**src/rtl/delay_monitor_pkg.sv**
```systemverilog
// Shared types, defaults and elaboration helpers
// for the delay pulse monitor.
package delay_pkg;

  typedef enum logic {
    SYNC,
    CHECK
  } mon_state_t;

  localparam int N_DEF     = 7500;
  localparam int CBITS_DEF = 13;
  localparam int TOL_DEF   = 2;
  localparam int LOCKN_DEF = 4;

  function automatic bit width_ok(
    input int cbits,
    input int n,
    input int tol
  );
    return (longint'(1) << cbits) > longint'(n + tol);
  endfunction

endpackage

```
**src/rtl/delay_monitor_if.sv**
```systemverilog
// Strobe input and status outputs of the delay monitor.
// The generator/observer side is master, the monitor is slave.
interface delay_monitor_if #(
  parameter int CBITS = delay_pkg::CBITS_DEF
);
  logic             sig;
  logic             locked;
  logic             early;
  logic             late;
  logic             err;
  logic [CBITS-1:0] last_period;
  logic [7:0]       fault_cnt;

  modport master (
    output sig,
    input  locked, early, late, err,
    input  last_period, fault_cnt
  );

  modport slave (
    input  sig,
    output locked, early, late, err,
    output last_period, fault_cnt
  );
endinterface

```
**src/rtl/delay_monitor_sat_counter.sv**
```systemverilog
// Up counter that sticks at MAX; clr wins over inc.
module sat_counter #(
  parameter int WIDTH = 8,
  parameter int MAX   = 255
) (
  input  logic             clk,
  input  logic             rst,
  input  logic             inc,
  input  logic             clr,
  output logic [WIDTH-1:0] q
);
  always_ff @(posedge clk) begin
    if (rst) begin
      q <= '0;
    end else if (clr) begin
      q <= '0;
    end else if (inc && q != WIDTH'(MAX)) begin
      q <= q + 1'b1;
    end
  end
endmodule

```
**src/rtl/delay_monitor.sv**
```systemverilog
// Checks the interval between sig strobes against N +/- TOL,
// flags early/late faults and reports lock.
module delay_monitor
  import delay_pkg::*;
#(
  parameter int N     = N_DEF,
  parameter int CBITS = CBITS_DEF,
  parameter int TOL   = TOL_DEF,
  parameter int LOCKN = LOCKN_DEF
) (
  input logic             clk,
  input logic             rst,
  delay_monitor_if.slave  bus
);
  localparam int GW = $clog2(LOCKN + 1);
  localparam logic [CBITS-1:0] LO = CBITS'(N - TOL);
  localparam logic [CBITS-1:0] HI = CBITS'(N + TOL);

  if (!width_ok(CBITS, N, TOL)) begin : g_bad_width
    $error("CBITS too narrow for N+TOL");
  end

  mon_state_t       state;
  logic [CBITS-1:0] cnt;
  logic [GW-1:0]    good_cnt;
  logic             in_check;
  logic             accept;
  logic             early_f;
  logic             late_f;
  logic             fault;

  assign in_check = (state == CHECK);
  // cnt tops out at HI, so the window needs only a lower bound
  assign accept   = in_check && bus.sig && cnt >= LO;
  assign early_f  = in_check && bus.sig && cnt < LO;
  assign late_f   = in_check && !bus.sig && cnt == HI;
  assign fault    = early_f || late_f;

  sat_counter #(
    .WIDTH (GW),
    .MAX   (LOCKN)
  ) u_good (
    .clk (clk),
    .rst (rst),
    .inc (accept),
    .clr (fault),
    .q   (good_cnt)
  );

  sat_counter #(
    .WIDTH (8),
    .MAX   (255)
  ) u_fault (
    .clk (clk),
    .rst (rst),
    .inc (fault),
    .clr (1'b0),
    .q   (bus.fault_cnt)
  );

  always_ff @(posedge clk) begin
    if (rst) begin
      state           <= SYNC;
      cnt             <= '0;
      bus.locked      <= 1'b0;
      bus.early       <= 1'b0;
      bus.late        <= 1'b0;
      bus.err         <= 1'b0;
      bus.last_period <= '0;
    end else begin
      bus.early <= early_f;
      bus.late  <= late_f;
      bus.err   <= fault;
      // locked mirrors good_cnt == LOCKN after this edge
      if (bus.locked) begin
        bus.locked <= !fault;
      end else begin
        bus.locked <= accept &&
                      good_cnt == GW'(LOCKN - 1);
      end
      unique case (state)
        SYNC: begin
          cnt <= '0;
          if (bus.sig) begin
            state <= CHECK;
          end
        end
        CHECK: begin
          unique case (1'b1)
            accept, early_f: begin
              cnt             <= '0;
              bus.last_period <= cnt;
            end
            late_f: begin
              cnt   <= '0;
              state <= SYNC;
            end
            default: cnt <= cnt + 1'b1;
          endcase
        end
        default: begin
          state <= SYNC;
          cnt   <= '0;
        end
      endcase
    end
  end
endmodule

```
**src/flat_wrapper.sv**
```systemverilog
// flat-port wrapper written by rule: the top's interface ports become plain ports
module delay_monitor_flat import delay_pkg::*;
#(
  parameter int N     = N_DEF,
  parameter int CBITS = CBITS_DEF,
  parameter int TOL   = TOL_DEF,
  parameter int LOCKN = LOCKN_DEF
)
  (clk, rst, bus_sig, bus_locked, bus_early, bus_late, bus_err, bus_last_period, bus_fault_cnt);
  delay_monitor_if #(.CBITS(CBITS)) bus_i ();
  input logic clk;
  input logic rst;
  input wire logic [$bits(bus_i.sig)-1:0] bus_sig;
  output wire logic [$bits(bus_i.locked)-1:0] bus_locked;
  output wire logic [$bits(bus_i.early)-1:0] bus_early;
  output wire logic [$bits(bus_i.late)-1:0] bus_late;
  output wire logic [$bits(bus_i.err)-1:0] bus_err;
  output wire logic [$bits(bus_i.last_period)-1:0] bus_last_period;
  output wire logic [$bits(bus_i.fault_cnt)-1:0] bus_fault_cnt;
  assign bus_i.sig = bus_sig;
  assign bus_locked = bus_i.locked;
  assign bus_early = bus_i.early;
  assign bus_late = bus_i.late;
  assign bus_err = bus_i.err;
  assign bus_last_period = bus_i.last_period;
  assign bus_fault_cnt = bus_i.fault_cnt;
  delay_monitor #(.N(N), .CBITS(CBITS), .TOL(TOL), .LOCKN(LOCKN)) u_core (.clk(clk), .rst(rst), .bus(bus_i));
endmodule
```
**config.mk**
```make
export PLATFORM = sky130hd
export DESIGN_NAME = delay_monitor_flat
export DESIGN_NICKNAME = d
export VERILOG_FILES = /design/src/rtl/delay_monitor_pkg.sv /design/src/rtl/delay_monitor_if.sv /design/src/rtl/delay_monitor_sat_counter.sv /design/src/rtl/delay_monitor.sv /design/src/flat_wrapper.sv
export SDC_FILE = /design/constraint.sdc
export NUM_CORES = 1
export LEC_CHECK = 0
export BUFFER_PORTS_ARGS = -buffer_cell sky130_fd_sc_hd__buf_4
export CAP_MARGIN = 20
export CORE_ASPECT_RATIO = 0.75
export CORE_MARGIN = 2
export CORE_UTILIZATION = 50
export DETAILED_ROUTE_END_ITERATION = 10
export GPL_TIMING_DRIVEN = 0
export PLACE_DENSITY = 0.68
export SLEW_MARGIN = 20
export SYNTH_ARGS = -nofsm -noshare
export SYNTH_HDL_FRONTEND = slang
export SYNTH_SLANG_ARGS = --single-unit
```
**constraint.sdc**
```tcl
create_clock -name clk -period 4.3 [get_ports clk]
set_input_delay 0.215 -clock clk [delete_from_list [all_inputs] [get_ports clk]]
set_output_delay 0.215 -clock clk [all_outputs]
set_load 0.01 [all_outputs]
```
Word level (Yosys, flattened, before mapping). Index checks and enable logic that the tools add are counted.

Add/subtract/negate cells: 3. Multipliers: 0. Div/mod/pow operators: 0. Magnitude comparators: 2. Equal/unequal tests: 4. Shift operators: 0. Mux-type cells: 6. Bitwise logic cells: 1. Reductions and logical operators: 15.

Operators by type and width (count): one-hot mux 13 bit (2 select lines) (1); adder 13 x 1 -> 13 bit, second input constant (1); == test 13 bit, second input constant (1); >= comparator 13 bit, second input constant (1); < comparator 13 bit, second input constant (1); two-way mux 13 bit (1); adder 8 x 1 -> 8 bit, second input constant (1); logical AND 1 bit (8); != test 8 bit, second input constant (1); OR reduction 2 bit (2); adder 3 x 1 -> 3 bit, second input constant (1); == test 3 x 2 -> 1 bit, second input constant (1); two-way mux 1 bit (3); != test 3 bit, second input constant (1); OR reduction 3 bit (1); zero test 1 bit (2); one-hot mux 1 bit (2 select lines) (1); AND reduction 2 bit (1); logical OR 1 bit (1); inverter 1 bit (1).

Flip-flop bits (word level): 42. Bits in latches: 0. RAM bits: 0. Memory bits (read-only): 0. Input port bits: 3. Output and inout bits: 25. Word-level logic and storage cells: 40. Memories kept: 0.

Longest topological paths before layout.
Word-level depth: 6. Mapped depth: 8. Depth with buffers taken out: 7.

Modules after synthesis. From an unflattened synthesis, not the netlist that was laid out.

Cells, all modules: 228. Area, all modules: 2021.9 µm².

By module, submodules not included: delay_monitor (times used 1, cells an instance 164, area each 1397.6 µm², seq. area each 620.6 µm²); sat_counter (u_core.u_fault) (times used 1, cells an instance 47, area each 435.4 µm², seq. area each 160.2 µm²); sat_counter (u_core.u_good) (times used 1, cells an instance 17, area each 188.9 µm², seq. area each 60.1 µm²).

Least setup slack after synthesis. Ideal clock, no wire load.

Path kind: reg2reg. Start: reg u_core.cnt[4]. End: reg u_core.u_fault.q[3]. Setup time: 0.123 ns. Data arrival time: 1.682 ns. Data required time: 4.177 ns. Path slack: 2.495 ns. Cell stages (with the launch flop): 7. Buffers on the path: 1. Period minus slack after synthesis: 1.805 ns. Path through: dfxtp_1 -> buf_6 -> nor3_4 -> and3_4 -> nand4_4 -> a2111oi_4 -> mux2_1.

Longest elaborated chain between the ends: 4. Elaborated cells between the ends (all ways): 6. Those cells by class: 1 x order compare; 1 x eq/ne; 4 x reduce/logical.

Ends and longest elaborated chain: start, declared (line delay_monitor.sv:24) `logic [CBITS-1:0] cnt;`; start signal, assigned (line delay_monitor.sv:98) `default: cnt <= cnt + 1'b1;`; < comparator 13 bit or == test 13 bit (tied branches) (line delay_monitor.sv:35, delay_monitor.sv:36); logical AND 1 bit, on equally long branches (line delay_monitor.sv:35, delay_monitor.sv:36); logical OR 1 bit * (line delay_monitor.sv:37) `assign fault = early_f || late_f;`; logical AND 1 bit * (line delay_monitor_sat_counter.sv:17) `end else if (inc && q != WIDTH'(MAX)) begin`; end signal, assigned (line delay_monitor_sat_counter.sv:18) `q <= q + 1'b1;`; end, declared (line delay_monitor_sat_counter.sv:10) `output logic [WIDTH-1:0] q`.

Mark *: on every way between the ends. The rest lies on a longest branch, timed or not. A chain may end at the register's enable or synchronous reset.

Worst setup path after layout.
Start: reg u_core.cnt[4]. End: reg u_core.cnt[5].

Longest elaborated chain between the ends: 5. Elaborated cells between the ends (all ways): 10. Those cells by class: 1 x add/sub; 2 x order compare; 1 x eq/ne; 2 x mux; 4 x reduce/logical.

Ends and longest elaborated chain: < comparator 13 bit (tied with other cells) (line delay_monitor.sv:35) `assign early_f = in_check && bus.sig && cnt < LO;`; logical AND 1 bit, on equally long branches (line delay_monitor.sv:35, delay_monitor.sv:34, delay_monitor.sv:36); OR reduction 3 bit (no source line); two-way mux 13 bit * (line delay_monitor.sv:89) `unique case (1'b1)`; one-hot mux 13 bit (2 select lines) * (line delay_monitor.sv:81) `unique case (state)`.

Marks and branches as above.

==> flow_summary_export.csv <==
group,metric,value,unit
finish,syn2layout_area_growth,18.75,%
logic_synthesis,muxShareOfSynthArea,0.02766,
logic_synthesis,ys.flop_type,"dfxtp_1",
detailed_routing,antenna_left,0,
detailed_routing,viasPerCell,5.199,
detailed_routing,drc,0,
finish,nets,280,
die,dieHeight,59.26,µm
power_and_ir_drop,p_total,741.2,µW
timing,worst_slew_pin_slew,0.5076,ns
cts,cts_resized,0,
placement,dp_hpwl,3.107,mm
cts,postCtsSetupBuffers,0,
die,core-area,3979,µm²
detailed_routing,first_iter_violations,81,
grt,grt_use_total,0.2033,
critical_path,required,4.50,ns
timing,slew_violations,0,
timing,period_needed,2.000,ns
die,pin_count,28,
finish,multiInputGateArea,1101,µm²
logic_synthesis,seq_area_frac_synth,0.4130,
power_and_ir_drop,vdd_ir_drop_max,0.1986,mV
timing,rsz0062_at_grt,"no",
finish,seqCellArea,840.8,µm²
power_and_ir_drop,p_leak,0.0008976,µW
power_and_ir_drop,pwr-share-clk,0.429,
critical_path,worstSetupPathType,"reg2reg",
die,die_x,77.68,µm
die,die_area,4603,µm²
grt,grt_pass1_wl,7.120,mm
cts,cts_buffers,5,
placement,dp_cells,319,
cts,clk_latency,0.31,ns
power_and_ir_drop,pwr-share-comb,0.039,
timing,fin_crit_sh,0.4651,
detailed_routing,vias,1700,
cts,htree_levels,2,
finish,fill_cells,360,
timing,slew_headroom,0.6616,
critical_path,start_kind,"flop",
timing,setup_viol,0,
power_and_ir_drop,seq_power_share,0.532,
cts,clockRootBuffer,"clkbuf_8",
logic_synthesis,synthTopCellsByArea,"dfxtp_1 41%, nand2_1 7.2%, a21oi_1 5.2%",
die,initial_core_util,0.5116,
logic_synthesis,async_reset_ff_frac,0,
status,outcome,"finished clean",
logic_synthesis,syn-cell-area,2036,µm²
finish,layout-drive-gt1-share,0.1985,
logic_synthesis,yosysTopAreaCell,"dfxtp_1",
power_and_ir_drop,power.density,306.6,nW/µm²
logic_synthesis,synthXorXnorAreaFrac,0.04733,
timing,hold_viol,0,
logic_synthesis,synthSimpleGateAreaFrac,0.2760,
logic_synthesis,synth-edff-count,0,
power_and_ir_drop,switching_power,167.6,µW
critical_path,critPathCaptureType,"flop",
power_and_ir_drop,switching_share,0.2261,
cts,cts_buffer_depth,2,
logic_synthesis,synthDistinctLibCells,45,
grt,grt_max_degree,14,
logic_synthesis,synth_compound_area_frac,0.1530,
grt,grt_pass1_vias,1505,
timing,fin_skew,0.007639,ns
timing,setup_tns,0,ns
logic_synthesis,synth_top_family_by_area,"simple AND/OR/NAND/NOR gates",
placement,portBuffers,27,
finish,diodes,0,
logic_synthesis,postSynthAreaPerCell,8.589,µm²
logic_synthesis,yosysWarnings,0,
logic_synthesis,synth_nets,246,
logic_synthesis,synthCells,237,
detailed_routing,drt_wl_total,4.310,mm
grt,grt-ovfl-total,0,
critical_path,worst_ep_arrival_time,2.20,ns
die,floorplan.rows,20,
worst_hold_path,min_path_type,"in2reg",
cts,cts_tree,"built",
grt,antenna_found_initial,0,
detailed_routing,detail_route.wl_per_cell,13.18,µm
cts,path_clk_slew,0.08,ns
power_and_ir_drop,internal_power,573.7,µW
logic_synthesis,ys_seq_elements,42,
cts,cts.sinks,42,
finish,instances_no_fill,327,
logic_synthesis,synth.top_cell.area_share,0.4130,
flow_run,max_cap_viol_count,0,
logic_synthesis,synth_fa_ha_area_frac,0.03688,
critical_path,crit_path_max_fanout,10,
cts,hold_buffers,0,
timing,clock.fmax,500.0,MHz
placement,gp_congestion,0.8352,
detailed_routing,drtPass1Iterations,4,
-- synth_stat cells (2+ instances only) --
cell type / count
buf_6: 2
nand4b_1: 2
a2111oi_4: 2
nor2b_1: 4
a211oi_1: 4
buf_2: 5
mux2_2: 3
o211ai_1: 3
clkbuf_1: 4
nand4_1: 8
nand3_1: 11
o21ai_0: 7
inv_1: 6
xor2_1: 8
and4_1: 3
xnor2_1: 3
nor2_1: 26
dfxtp_1: 42
a21o_1: 2
mux2_1: 2
a21oi_1: 21
ha_1: 6
and2_1: 3
nand2_1: 39
-- kinds of logic (layout without fill, tap and decap cells) --
family	count (synthesis)	count (layout)
AND/OR/NAND/NOR	109	109
XOR/XNOR	11	11
buffers and inverters	19	54
multiplexers	5	5
adder cells (fa/ha/maj)	6	6
flip-flops	42	42
AO/OA/AOI/OAI	45	45
-- through the flow --
stage                     cell area, µm²  utilization  hold WS [ns]  worst slack [ns]
after global routing                2417       0.6075        0.1639             2.171
after CTS                           2417       0.6075        0.1452             2.293
after floorplan                     2036            -        0.3324             2.495
final                               2417       0.6075        0.1465             2.300
after global placement              2307       0.5799        0.4452             2.338
after detailed placement            2307       0.5799        0.4530             2.328
-- layout by cell type, fill, tap and decap left out, drive strengths merged --
cell type,count
dfxtp,42
nand2,39
buf,35
nor2,27
a21oi,22
nand3,11
clkbuf,11
nand4,9
xor2,8
o21ai,8
inv,6
ha,6
mux2,5
nor2b,4
a211oi,4
and2,3
and4,3
o211ai,3
xnor2,3
a21o,2
a2111oi,2
nand4b,2
nor3,2
and3,2
nand3b,1
and2b,1
or3,1
o211a,1
nand2b,1
nor4,1
a31oi,1
nor3b,1
a32o,1
a211o,1
or2,1
bufinv,1
clkinvlp,1
-- sequential cells by signal, summed over array words and instances, names as in the netlist, 3 cells and up --
register,flops
u_core.bus.last_period,13
u_core.cnt,13
u_core.u_fault.q,8
u_core.u_good.q,3
-- area by class of cell --
class / count / share of cell area
plain buffers: 13 / 0.02950
clock inverters: 2 / 0.01553
multi-input cells: 176 / 0.4555
repair buffers: 27 / 0.08385
inverters: 6 / 0.009317
well taps: 55 / 0.02847
clock buffers: 6 / 0.03002
flip-flops and latches: 42 / 0.3478
-- worst paths after layout --
kind / start / endpoint / slack (ns) / cells after the start
max reg2reg: u_core.cnt[4] / u_core.cnt[5] / 2.30 / 7
min: bus_sig / u_core.in_check / 0.15 / 3
min reg2reg: u_core.bus.last_period[6] / u_core.bus.last_period[6] / 0.46 / 2
max: u_core.cnt[4] / u_core.cnt[5] / 2.30 / 7
-- worst max-delay path, cell delays in order (launching register included) --
cell and delay [ns]:
dfxtp_1 0.31, buf_6 0.13, or3_1 0.42, nor4_2 0.39
nor2_1 0.14, nand2_1 0.17, buf_2 0.25, nor2_1 0.08
-- power groups by stage --
stage / clock, µW / sequential, µW / combinational (µW)
final: 318 / 394 / 29.0
after global routing: 336 / 394 / 32.6
after CTS: 326 / 394 / 29.3
after detailed placement: 0 / 403 / 29.2
after global placement: 0 / 403 / 29.1
after floorplan: 0 / 403 / 17.7
-- routing by layer --
| metal | part of all wire | vias to the layer above | global-route usage |
|---|---|---|---|
| met1 | 0.54 | 767 | 0.2919 |
| met4 | 0.017 | 0 | 0.09694 |
| met5 | 0 | - | 0 |
| met2 | 0.40 | 34 | 0.2771 |
| li1 | - | 893 | - |
| met3 | 0.049 | 6 | 0.06098 |
(Power assumes the default switching activity.)
